==> src/rtl/signal_modulator.sv <==
// signal_modulator -- BPSK frame transmitter: alternating preamble, LSB-first data word, silent guard symbol.
// Revision 1.0
`default_nettype none

module signal_modulator #(
  parameter int DATA_WIDTH         = 12,
  parameter int PACKET_SIZE        = 8,
  parameter int SAMPLES_PER_SYMBOL = 16,
  parameter int PREAMBLE_BITS      = 8,
  parameter int AMPLITUDE          = 1000
) (
  input  logic                         clk,
  input  logic                         rst,
  input  logic [PACKET_SIZE-1:0]       data_in,
  input  logic                         data_valid,
  output logic                         data_ready,
  output logic signed [DATA_WIDTH-1:0] signal,
  output logic                         busy,
  output logic                         symbol_strobe
);

  localparam int SCW  = $clog2(SAMPLES_PER_SYMBOL);
  localparam int MAXB = (PREAMBLE_BITS > PACKET_SIZE) ? PREAMBLE_BITS : PACKET_SIZE;
  localparam int BCW  = $clog2(MAXB + 1);

  localparam logic [SCW-1:0] SAMPLE_LAST = SCW'(SAMPLES_PER_SYMBOL - 1);
  localparam logic [BCW-1:0] PRE_LAST    = BCW'(PREAMBLE_BITS - 1);
  localparam logic [BCW-1:0] DATA_LAST   = BCW'(PACKET_SIZE - 1);

  localparam logic signed [DATA_WIDTH-1:0] AMP_POS = DATA_WIDTH'(AMPLITUDE);
  localparam logic signed [DATA_WIDTH-1:0] AMP_NEG = -AMP_POS;

  typedef enum logic [1:0] {
    ST_IDLE     = 2'd0,
    ST_PREAMBLE = 2'd1,
    ST_DATA     = 2'd2,
    ST_GUARD    = 2'd3
  } state_t;

  state_t                         state_q, state_d;
  logic [SCW-1:0]                 sample_q, sample_d;
  logic [BCW-1:0]                 bit_q, bit_d;
  logic [PACKET_SIZE-1:0]         shreg_q, shreg_d;
  logic signed [DATA_WIDTH-1:0]   signal_q, signal_d;
  logic                           strobe_q, strobe_d;

  logic                           sym_bit;
  logic                           sample_last;
  logic signed [DATA_WIDTH-1:0]   mod_sample;

  // Preamble alternates 1,0,1,... so the symbol bit is the inverted LSB of the symbol index.
  always_comb begin
    sym_bit = (state_q == ST_DATA) ? shreg_q[0] : ~bit_q[0];
  end

  assign sample_last = (sample_q == SAMPLE_LAST);

  // Carrier 0,+A,0,-A on phase = sample mod 4; a '1' symbol swaps the sign of the nonzero phases.
  always_comb begin
    mod_sample = '0;
    if (sample_q[0]) begin
      mod_sample = (sample_q[1] ^ sym_bit) ? AMP_NEG : AMP_POS;
    end
  end

  always_comb begin
    state_d  = state_q;
    sample_d = sample_q;
    bit_d    = bit_q;
    shreg_d  = shreg_q;
    signal_d = '0;
    strobe_d = 1'b0;

    case (state_q)
      ST_IDLE: begin
        if (data_valid && data_ready) begin
          shreg_d  = data_in;
          sample_d = '0;
          bit_d    = '0;
          state_d  = ST_PREAMBLE;
        end
      end

      ST_PREAMBLE: begin
        signal_d = mod_sample;
        strobe_d = (sample_q == '0);
        sample_d = sample_q + SCW'(1);
        if (sample_last) begin
          sample_d = '0;
          if (bit_q == PRE_LAST) begin
            bit_d   = '0;
            state_d = ST_DATA;
          end else begin
            bit_d = bit_q + BCW'(1);
          end
        end
      end

      ST_DATA: begin
        signal_d = mod_sample;
        strobe_d = (sample_q == '0);
        sample_d = sample_q + SCW'(1);
        if (sample_last) begin
          sample_d = '0;
          shreg_d  = shreg_q >> 1;
          if (bit_q == DATA_LAST) begin
            bit_d   = '0;
            state_d = ST_GUARD;
          end else begin
            bit_d = bit_q + BCW'(1);
          end
        end
      end

      ST_GUARD: begin
        sample_d = sample_q + SCW'(1);
        if (sample_last) begin
          sample_d = '0;
          state_d  = ST_IDLE;
        end
      end

      default: begin
        state_d  = ST_IDLE;
        sample_d = '0;
        bit_d    = '0;
      end
    endcase
  end

  always_ff @(posedge clk or posedge rst) begin
    if (rst) begin
      state_q  <= ST_IDLE;
      sample_q <= '0;
      bit_q    <= '0;
      shreg_q  <= '0;
      signal_q <= '0;
      strobe_q <= 1'b0;
    end else begin
      state_q  <= state_d;
      sample_q <= sample_d;
      bit_q    <= bit_d;
      shreg_q  <= shreg_d;
      signal_q <= signal_d;
      strobe_q <= strobe_d;
    end
  end

  assign data_ready    = (state_q == ST_IDLE) && !rst;
  assign busy          = (state_q != ST_IDLE);
  assign signal        = signal_q;
  assign symbol_strobe = strobe_q;

endmodule

`default_nettype wire
==> config.mk <==
export PLATFORM = sky130hd
export DESIGN_NAME = signal_modulator
export DESIGN_NICKNAME = d
export VERILOG_FILES = /design/src/rtl/signal_modulator.sv
export SDC_FILE = /design/constraint.sdc
export NUM_CORES = 1
export LEC_CHECK = 0
export CAP_MARGIN = 5
export CORE_MARGIN = 1.5
export CORE_UTILIZATION = 30
export DETAILED_ROUTE_END_ITERATION = 8
export GPL_ROUTABILITY_DRIVEN = 0
export GPL_TIMING_DRIVEN = 0
export PLACE_DENSITY = 0.64
export SYNTH_ARGS = -nofsm -noshare
export SYNTH_HDL_FRONTEND = slang
export SYNTH_SLANG_ARGS = --single-unit
==> constraint.sdc <==
create_clock -name clk -period 1.97 [get_ports clk]
set_clock_uncertainty 0.2 [all_clocks]
set_input_delay 0.2955 -clock clk [delete_from_list [all_inputs] [get_ports clk]]
set_output_delay 0.2955 -clock clk [all_outputs]
set_load 0.01 [all_outputs]
==> metrics.yaml, run 1 <==
drc: 0
p_seq_share_pct: 38.4
place_area_mm2: 0.00161
grt_antenna_before_repair: 0
pwr-share-comb_pct: 39.2
netlist_area_mm2: 0.00132
first_iter_violations: 18
cp_max_fo: 10
multi_input_area_um2: 682
start_util_pct: 32.2
p_per_area_mw_per_mm2: 1110
switching_share_pct: 32.1
cts_root_buf: "clkbuf_8"
cts-htree-levels: 1
timing.final.max_slew_violations: 0
worst_pin_slew_ns: 0.514
nFillCells: 412
fp-row-count: 23
ys_types: 35
clk_pin_slew_ns: 0.09
cap_violations: 0
io_pins: 26
rsz0062_at_grt: "no"
clockPowerShare_pct: 22.4
status: "complete, no violations"
coreArea_mm2: 0.00412
period_share_pct: 97.0
synth_ff_type: "dfrtp_1"
final_cell_area_mm2: 0.00173
ant_nets: 0
drive_above_1_share_pct: 28.3
post_drt_wl_per_cell_um: 14.0
die_width_um: 69.4
synth-edff-count: 0
avgSynthCellArea_um2: 11.0
die_h_um: 69.4
grt_usage_pct: 12.4
cts_tree: "yes"
seq_area_um2: 551
grt_max_degree: 14
vias: 994
dr.pass1.iters: 4
path_class: "register to register"
syn-instance-count: 120
grt_pass1_wl_um: 4810
critical_path_arrival_ns: 1.87
clkSinkCount: 22
worst-r2r-cell-count: 5
yosysWarnings: 0
async_flop_share_pct: 100
fmax_mhz: 524
p_int_uw: 1310
hpwl_um: 1950
nNetsFinal: 172
setup_violations: 0
hold_viol_final: 0
relSlewSlack_pct: 65.6
setup_slack_ns: 0.0599
endpoint_kind: "register"
yosysSeqAreaShare_pct: 41.6
area_growth_syn_to_layout_pct: 30.8
io_buffers: 22
diodes: 0
max-vdd-ir-drop_v: 0.000454
drt-total-wl_um: 2830
placedCellCount: 194
finalCriticalPeriod_ns: 1.91
die-area_mm2: 0.00482
crit_required_ns: 1.93
grt_pass1_vias: 1054
final_util_pct: 42.1
crit_path_start_kind: "register"
ys_ff_latch: 22
grt-ovfl-total: 0
layout_common_cells: "dfrtp_1, clkdlybuf4s50_1, buf_4, o21ai_0, mux2_2"
hold_class: "input pin to asynchronous set/reset pin"
cts_buffer_depth: 2
clock_latency_ns: 0.27
pre_cts_ws_ns: -0.691
final_common_cell: "dfrtp_1"
layout.cells.non_filler: 202
fin_setup_tns_ns: 0
p_sw_uw: 619
power_leakage_uw: 0.000786
vias_per_cell: 4.92
numCtsBuffers: 3
-- registers in the layout, summed over array words and instances, names as in the netlist --
register       cells
bit_q              4
shreg_q            8
symbol_strobe      1
sample_q           4
state_q            2
signal             3
-- cell usage after synthesis (all sizes together) (2+ instances only) --
library cell | n | area (µm²)
a21oi | 4 | 20.0
a22o | 5 | 43.8
buf | 11 | 83.8
dfrtp | 22 | 551
ha | 8 | 100
inv | 9 | 33.8
mux2 | 13 | 169
mux2i | 5 | 50.1
nand2 | 8 | 35.0
nand3 | 3 | 27.5
nand3b | 2 | 15.0
nor2 | 4 | 15.0
o21ai | 8 | 40.0
o2bb2ai | 2 | 17.5
-- area by class of cell --
type	instances	area share, %
well taps	50	3.61
repair inverters	1	0.289
inverters	9	2.17
flip-flops and latches	22	31.8
multi-input cells	80	39.4
plain buffers	11	4.99
clock buffers	3	2.38
clock inverters	1	1.73
repair buffers	25	13.7
-- layer usage --
layer  GRT usage, %  vias up  routed length [µm]
li1               -      475                   -
met5              0        -                   0
met1           13.8      494                1160
met3           3.49        2                 111
met2           23.4       23                1550
met4           2.61        0                  15
-- worst max-delay path: stages, from the launching register on --
cell	delay (ns)
dfrtp_1	0.42
inv_2	0.11
ha_1	0.24
buf_4	0.23
mux2_2	0.36
mux2_4	0.25
-- power groups by stage --
stage	clock network (µW)	logic (µW)	registers [µW]
finish	432	755	741
global route	464	834	762
CTS	444	751	737
detailed placement	0	728	747
global placement	0	694	731
floorplan	0	496	727
-- stage by stage --
| step | total power, µW | hold WS, ns |
|---|---|---|
| after floorplan | 1220 | 0.0932 |
| after global placement | 1430 | 0.286 |
| after detailed placement | 1480 | 0.293 |
| after CTS | 1930 | 0.238 |
| after global routing | 2060 | 0.339 |
| final | 1930 | 0.304 |
-- cell families (layout without fill, tap and decap cells) --
logic type	count (synthesis)	after routing	synth area share (%)
AOI/OAI and AO/OA	24	24	12.3
xor gates and xnor gates	1	1	0.662
adders and majority gates	8	8	7.56
buffers and inverters	20	50	8.88
DFF	22	22	41.6
muxes	18	18	16.5
other	1	3	0.283
and+or+nand+nor	26	26	12.2
-- repair_timing --
action,4_1_cts,5_1_grt
setup buffers,1,2
setup endpoints to repair,13,7
gates resized for setup,9,3
cloned,1,0
hold buffers,0,0
-- final timing paths --
| kind | startpoint | to | slack [ns] |
|---|---|---|---|
| worst max-delay path | state_q[0] | shreg_q[4] | 0.06 |
| worst min-delay path | rst | sample_q[3] | 0.30 |
| worst max register to register | state_q[0] | shreg_q[4] | 0.06 |
| worst min register to register | shreg_q[6] | shreg_q[6] | 0.31 |
| max in group asynchronous | rst | bit_q[1] | 0.98 |
| min in group clk | shreg_q[6] | shreg_q[6] | 0.31 |
(Power assumes the default switching activity.)
==> run 2: changes to the inputs <==
--- a/config.mk
+++ b/config.mk
@@ -9,8 +9,9 @@
 export CORE_MARGIN = 1.5
 export CORE_UTILIZATION = 30
 export DETAILED_ROUTE_END_ITERATION = 8
-export GPL_ROUTABILITY_DRIVEN = 0
+export GPL_ROUTABILITY_DRIVEN = 1
 export GPL_TIMING_DRIVEN = 0
+export HOLD_SLACK_MARGIN = 0.1
 export PLACE_DENSITY = 0.64
 export SYNTH_ARGS = -nofsm -noshare
 export SYNTH_HDL_FRONTEND = slang
==> results of run 2 <==
No change in the layout: final DEF, timing and power equal those of run 1.
